`src/rtl/tx_control_fsm.sv`:
```
// USB packet transmit controller: sequences SYNC, PID, optional payload + CRC16, then EOP
// into the bit-level encoder, tracking the DATA0/DATA1 toggle across packets.
module tx_control_fsm #(
  parameter int MAX_BYTES = 64
) (
  input  logic       clk,
  input  logic       n_rst,
  input  logic [2:0] TX_packet,
  input  logic [6:0] buffer_occupancy,
  input  logic [7:0] tx_data,
  input  logic       byte_done,
  input  logic       eop_done,
  output logic [7:0] tx_byte,
  output logic       tx_load,
  output logic       get_tx_data,
  output logic       send_eop,
  output logic       tx_busy,
  output logic       tx_done
);

  typedef enum logic [3:0] {
    ST_IDLE,
    ST_LD_SYNC,
    ST_WT_SYNC,
    ST_LD_PID,
    ST_WT_PID,
    ST_LD_DATA,
    ST_WT_DATA,
    ST_LD_CRC1,
    ST_WT_CRC1,
    ST_LD_CRC2,
    ST_WT_CRC2,
    ST_EOP,
    ST_WT_EOP,
    ST_DONE
  } state_t;

  localparam logic [2:0] PKT_DATA  = 3'd1;
  localparam logic [2:0] PKT_ACK   = 3'd4;
  localparam logic [2:0] PKT_NAK   = 3'd5;
  localparam logic [2:0] PKT_STALL = 3'd7;

  state_t      r_state;
  state_t      w_state_next;
  logic [2:0]  r_code;
  logic [6:0]  r_len;
  logic [6:0]  r_cnt;
  logic [15:0] r_crc;
  logic        r_toggle;

  logic        w_req_valid;
  logic [6:0]  w_len_clamped;
  logic [15:0] w_crc_upd;
  logic        w_more_data;
  logic [15:0] w_crc_tx;
  logic [7:0]  w_pid_byte;

  assign w_req_valid   = (TX_packet == PKT_DATA) || (TX_packet == PKT_ACK) ||
                         (TX_packet == PKT_NAK)  || (TX_packet == PKT_STALL);
  assign w_len_clamped = (buffer_occupancy > 7'(MAX_BYTES)) ? 7'(MAX_BYTES) : buffer_occupancy;
  assign w_more_data   = (r_cnt < r_len);
  assign w_crc_tx      = ~r_crc;

  // Reflected CRC-16/USB, one whole byte per cycle (bit 0 first).
  always_comb begin
    w_crc_upd = r_crc ^ {8'h00, tx_data};
    for (int i = 0; i < 8; i++) begin
      w_crc_upd = w_crc_upd[0] ? ((w_crc_upd >> 1) ^ 16'hA001) : (w_crc_upd >> 1);
    end
  end

  always_comb begin
    case (r_code)
      PKT_ACK:   w_pid_byte = 8'hD2;
      PKT_NAK:   w_pid_byte = 8'h5A;
      PKT_STALL: w_pid_byte = 8'h1E;
      PKT_DATA:  w_pid_byte = r_toggle ? 8'h4B : 8'hC3;
      default:   w_pid_byte = 8'h00;
    endcase
  end

  always_ff @(posedge clk or negedge n_rst) begin
    if (!n_rst) begin
      r_state <= ST_IDLE;
    end else begin
      r_state <= w_state_next;
    end
  end

  always_comb begin
    w_state_next = r_state;
    tx_byte      = 8'h00;
    tx_load      = 1'b0;
    get_tx_data  = 1'b0;
    send_eop     = 1'b0;
    tx_done      = 1'b0;
    tx_busy      = (r_state != ST_IDLE);
    case (r_state)
      ST_IDLE: begin
        if (w_req_valid) w_state_next = ST_LD_SYNC;
      end
      ST_LD_SYNC: begin
        tx_load      = 1'b1;
        tx_byte      = 8'h80;
        w_state_next = ST_WT_SYNC;
      end
      ST_WT_SYNC: begin
        if (byte_done) w_state_next = ST_LD_PID;
      end
      ST_LD_PID: begin
        tx_load      = 1'b1;
        tx_byte      = w_pid_byte;
        w_state_next = ST_WT_PID;
      end
      ST_WT_PID: begin
        if (byte_done) begin
          if (r_code != PKT_DATA) w_state_next = ST_EOP;
          else if (w_more_data)   w_state_next = ST_LD_DATA;
          else                    w_state_next = ST_LD_CRC1;
        end
      end
      ST_LD_DATA: begin
        tx_load      = 1'b1;
        get_tx_data  = 1'b1;
        tx_byte      = tx_data;
        w_state_next = ST_WT_DATA;
      end
      ST_WT_DATA: begin
        if (byte_done) w_state_next = w_more_data ? ST_LD_DATA : ST_LD_CRC1;
      end
      ST_LD_CRC1: begin
        tx_load      = 1'b1;
        tx_byte      = w_crc_tx[7:0];
        w_state_next = ST_WT_CRC1;
      end
      ST_WT_CRC1: begin
        if (byte_done) w_state_next = ST_LD_CRC2;
      end
      ST_LD_CRC2: begin
        tx_load      = 1'b1;
        tx_byte      = w_crc_tx[15:8];
        w_state_next = ST_WT_CRC2;
      end
      ST_WT_CRC2: begin
        if (byte_done) w_state_next = ST_EOP;
      end
      ST_EOP: begin
        send_eop     = 1'b1;
        w_state_next = ST_WT_EOP;
      end
      ST_WT_EOP: begin
        if (eop_done) w_state_next = ST_DONE;
      end
      ST_DONE: begin
        tx_done      = 1'b1;
        w_state_next = ST_IDLE;
      end
      default: w_state_next = ST_IDLE;
    endcase
  end

  always_ff @(posedge clk or negedge n_rst) begin
    if (!n_rst) begin
      r_code   <= 3'd0;
      r_len    <= 7'd0;
      r_cnt    <= 7'd0;
      r_crc    <= 16'hFFFF;
      r_toggle <= 1'b0;
    end else begin
      if (r_state == ST_IDLE && w_req_valid) begin
        r_code <= TX_packet;
        r_len  <= w_len_clamped;
        r_cnt  <= 7'd0;
        r_crc  <= 16'hFFFF;
      end
      if (r_state == ST_LD_DATA) begin
        r_crc <= w_crc_upd;
        r_cnt <= r_cnt + 7'd1;
      end
      // Toggle only advances once a DATA packet has fully completed.
      if (r_state == ST_DONE && r_code == PKT_DATA) begin
        r_toggle <= ~r_toggle;
      end
    end
  end

endmodule

```
`config.mk`:
```
export PLATFORM = sky130hd
export DESIGN_NAME = tx_control_fsm
export DESIGN_NICKNAME = d
export VERILOG_FILES = /design/src/rtl/tx_control_fsm.sv
export SDC_FILE = /design/constraint.sdc
export NUM_CORES = 1
export LEC_CHECK = 0
export CORE_ASPECT_RATIO = 0.8
export CORE_MARGIN = 2
export CORE_UTILIZATION = 49
export CTS_CLUSTER_DIAMETER = 150
export DETAILED_ROUTE_END_ITERATION = 10
export GPL_TIMING_DRIVEN = 0
export PLACE_DENSITY = 0.86
export SLEW_MARGIN = 20
export SYNTH_ARGS = -nofsm -noshare
export SYNTH_HDL_FRONTEND = slang
export SYNTH_SLANG_ARGS = --single-unit
export TNS_END_PERCENT = 50
```
`constraint.sdc`:
```
create_clock -name clk -period 1.7 [get_ports clk]
set_input_delay 0.17 -clock clk [delete_from_list [all_inputs] [get_ports clk]]
set_output_delay 0.17 -clock clk [all_outputs]
set_load 0.01 [all_outputs]
```
==> flow_metrics.py <==
metrics = {
    "pwr": {
        "ir_worst_vdd_mv": 1.26,
        "powerDensity_nw_per_um2": 1920,
        "p_leak_nw": 1.64,
    },
    "setup_path": {
        "rr_startpoint": "r_crc[4]",
        "r2r_end": "r_crc[0]",
        "start_kind": "register",
        "reg2reg_slack_ps": -310,
        "crit_slowest_cell": "dfrtp_2",
        "path_cells": "clkbuf_8 -> nand2_1 -> nor3_4 -> buf_4 -> a21oi_2 -> o211ai_1 -> buf_2",
        "path_class": "reg2out",
        "critPathMaxStageDelay_ps": 470,
        "path_max_fanout": 5,
        "crit_required_ps": 1530,
        "end_kind": "output pin",
        "reg2reg_depth": 6,
        "crit_arrival_ps": 1850,
    },
    "clock_network": {
        "clockBufferDepth": 2,
        "clock_sinks": 38,
        "clk-insertion-delay-late_ps": 320,
        "cts-root-buf": "clkbuf_8",
        "cts_tree": "done",
        "numCtsBuffers": 5,
        "htreeDepth": 2,
        "path_clk_slew_ps": 90,
    },
    "floorplanning": {
        "die-area_um2": 5240,
        "coreArea_um2": 4540,
        "die_width_um": 80.4,
        "die_y_um": 65.1,
        "initial_core_util_pct": 50.4,
        "num_rows": 22,
        "io_pins": 35,
    },
    "routing": {
        "wl_per_cell_um": 26.3,
        "route.detailed.drc": 0,
        "drt_wl_total_um": 11000,
        "drtAntennaViolNets": 0,
        "drt_first_pass_iters": 7,
        "dr.max_layer_used": "met4",
        "wl_met3_um": 1400,
        "wl_met1_um": 3800,
        "viasPerCell": 7.01,
        "num_vias": 2930,
        "drtIter0Drc": 584,
        "wl_met2_um": 4840,
    },
    "logic_synthesis": {
        "seq_area_frac_synth_pct": 42.4,
        "synth_cell_types": 39,
        "synthesis.nets": 284,
        "syn_area_um2": 2290,
        "synth_cells": 255,
        "synth_edf_count": 0,
        "ys_async_sr_fraction_pct": 100,
        "synth_flop_cell": "dfrtp_1",
        "synth_warnings": 0,
        "ys_ff_latch": 38,
        "syn_area_per_cell_um2": 8.97,
    },
    "timing": {
        "fmax_ghz": 0.494,
        "layout_min_cycle_time_ps": 2020,
        "tightest_slew_ps": 511,
        "setup_viol": 43,
        "fin_ws_ps": -324,
        "rsz0062_at_grt": "true",
        "fin_worst_skew_ps": 16.6,
        "drv_slew": 0,
        "fin_crit_sh_pct": 119,
        "hold_viol_final": 0,
        "holdWs_ps": 354,
        "max_slew_margin_pct": 65.9,
    },
    "global_routing": {
        "track_usage_pct": 33.2,
        "antenna_found_initial": 0,
        "grt_pass1_vias": 2574,
        "grt_max_degree": 21,
        "grt-ovfl-total": 0,
        "grt_pass1_wl_um": 12900,
    },
    "finish": {
        "drive_above_1_share_pct": 48.0,
        "final_cell_area_um2": 3760,
        "layout.nets": 386,
        "antenna_cells": 0,
        "area_growth_pct": 64.5,
    },
    "outcome": {
        "violations": "setup timing",
        "outcome": "complete, but fails checks",
    },
    "placed_design": {
        "place_congestion": 0.871,
        "postPlaceCellArea_um2": 2740,
        "io_buffers": 34,
        "hpwl_um": 3950,
    },
    "worst_hold_path": {
        "hold_path_class": "in2async",
    },
    "flow_run": {
        "drv_cap": 0,
    },
}
==> cells in the mapped netlist (4+ instances only) <==
cell	number	area (µm²)
a21oi_1	19	95.1
a31oi_1	4	25.0
clkbuf_1	8	30.0
dfrtp_1	22	551
dfstp_2	16	420
ha_1	7	87.6
inv_1	15	56.3
nand2_1	26	97.6
nand2b_1	8	50.1
nand3_1	4	20.0
nor2_1	24	90.1
nor3_1	6	30.0
o21ai_0	29	145
o22a_1	8	70.1
o22ai_1	7	43.8
xnor2_1	15	131
xor2_1	4	35.0
==> worst max path at each step <==
| stage | start | endpoint | slack [ps] | cells past startpoint |
|---|---|---|---|---|
| after floorplan | r_crc[0] | r_crc[0] | -110 | 6 |
| after global placement | r_state[2] | tx_byte[1] | -770 | 8 |
| after detailed placement | r_state[2] | tx_byte[1] | -810 | 8 |
| after CTS | r_crc[0] | r_crc[0] | -170 | 6 |
| after global routing | r_crc[4] | r_crc[0] | -340 | 6 |
| final | r_state[1] | tx_byte[6] | -320 | 7 |
==> cells by family after synthesis <==
family          after synthesis  synth area share, %
flops                        38                 42.4
buf+inv                      25                 4.76
compound gates               81                 21.5
fa+ha+maj                     8                 4.26
simple gates                 77                 15.1
xor+xnor                     23                 10.4
mux                           3                 1.48
==> power breakdown <==
group | internal, W | switching [W] | leakage, nW | total (W)
sequential | 0.00138 | 0.000485 | 0.448 | 0.00186
clock | 0.000283 | 0.000379 | 0.0426 | 0.000662
combinational | 0.00225 | 0.00245 | 1.15 | 0.00471
total | 0.00391 | 0.00332 | 1.64 | 0.00723
==> layout make-up <==
class / count / area [µm²]
Multi-Input combinational cell: 193 / 1600
Sequential cell: 38 / 976
Timing Repair Buffer: 95 / 847
Fill cell: 216 / 778
Buffer: 9 / 126
Tap cell: 60 / 75.1
Clock buffer: 6 / 72.6
Inverter: 15 / 61.3
Clock inverter: 2 / 8.76
==> critical path, delay by kind of cell (launching register included) <==
kind / cells / cell delay (ps)
compound gates: 2 / 170
buf+inv: 3 / 530
simple gates: 2 / 350
flops: 1 / 470
==> routing by layer <==
layer | vias to the layer above | global-route usage, %
met2 | 339 | 52.6
met1 | 1367 | 40.1
met3 | 122 | 8.65
met4 | 0 | 21.8
met5 | - | 0
li1 | 1102 | -
==> registers in the layout, indices dropped and copies added, names as in the netlist <==
| signal | cells |
|---|---|
| r_len | 7 |
| r_state | 4 |
| r_crc | 16 |
| r_code | 3 |
| r_cnt | 7 |
| r_toggle | 1 |
==> through the flow <==
| stage | TNS, ps | cells | setup WS [ps] | power [W] | util (%) |
|---|---|---|---|---|---|
| 2_1_floorplan | -183 | 255 | -108 | 0.00354 | - |
| 3_3_place_gp | -26420 | 349 | -774 | 0.00414 | 59.9 |
| 3_5_place_dp | -16810 | 350 | -808 | 0.00425 | 60.4 |
| 4_1_cts | -1110 | 398 | -170 | 0.00586 | 74.9 |
| 5_1_grt | -6940 | 418 | -339 | 0.00737 | 82.9 |
| 6_report | -6050 | 418 | -324 | 0.00723 | 82.9 |
==> layout by cell type, fill, tap and decap left out, drive strengths merged, types with 2 or more instances in the layout <==
cell type and n:
buf 69, o21ai 29, nand2 27, nor2 24, dfrtp 22, clkdlybuf4s50 20, a21oi 19, clkbuf 19
dfstp 16, xnor2 16, inv 15, o22a 9, nand2b 8, ha 7, o22ai 7, nor3 6
xor2 6, a31oi 4, nand3 4, and3 3, nand4 3, a21o 3, mux2 3, o211ai 2
clkinv 2
==> timing repair <==
item / CTS / global route
endpoints found under the hold margin: 9 / 0
hold buffers: 1 / 0
gates resized for setup: 114 / 66
pin swaps: 17 / 22
setup endpoints to repair: 47 / 41
gates cloned: 1 / 3
setup buffers: 39 / 17
No activity file was read; power rests on OpenSTA's default activity.
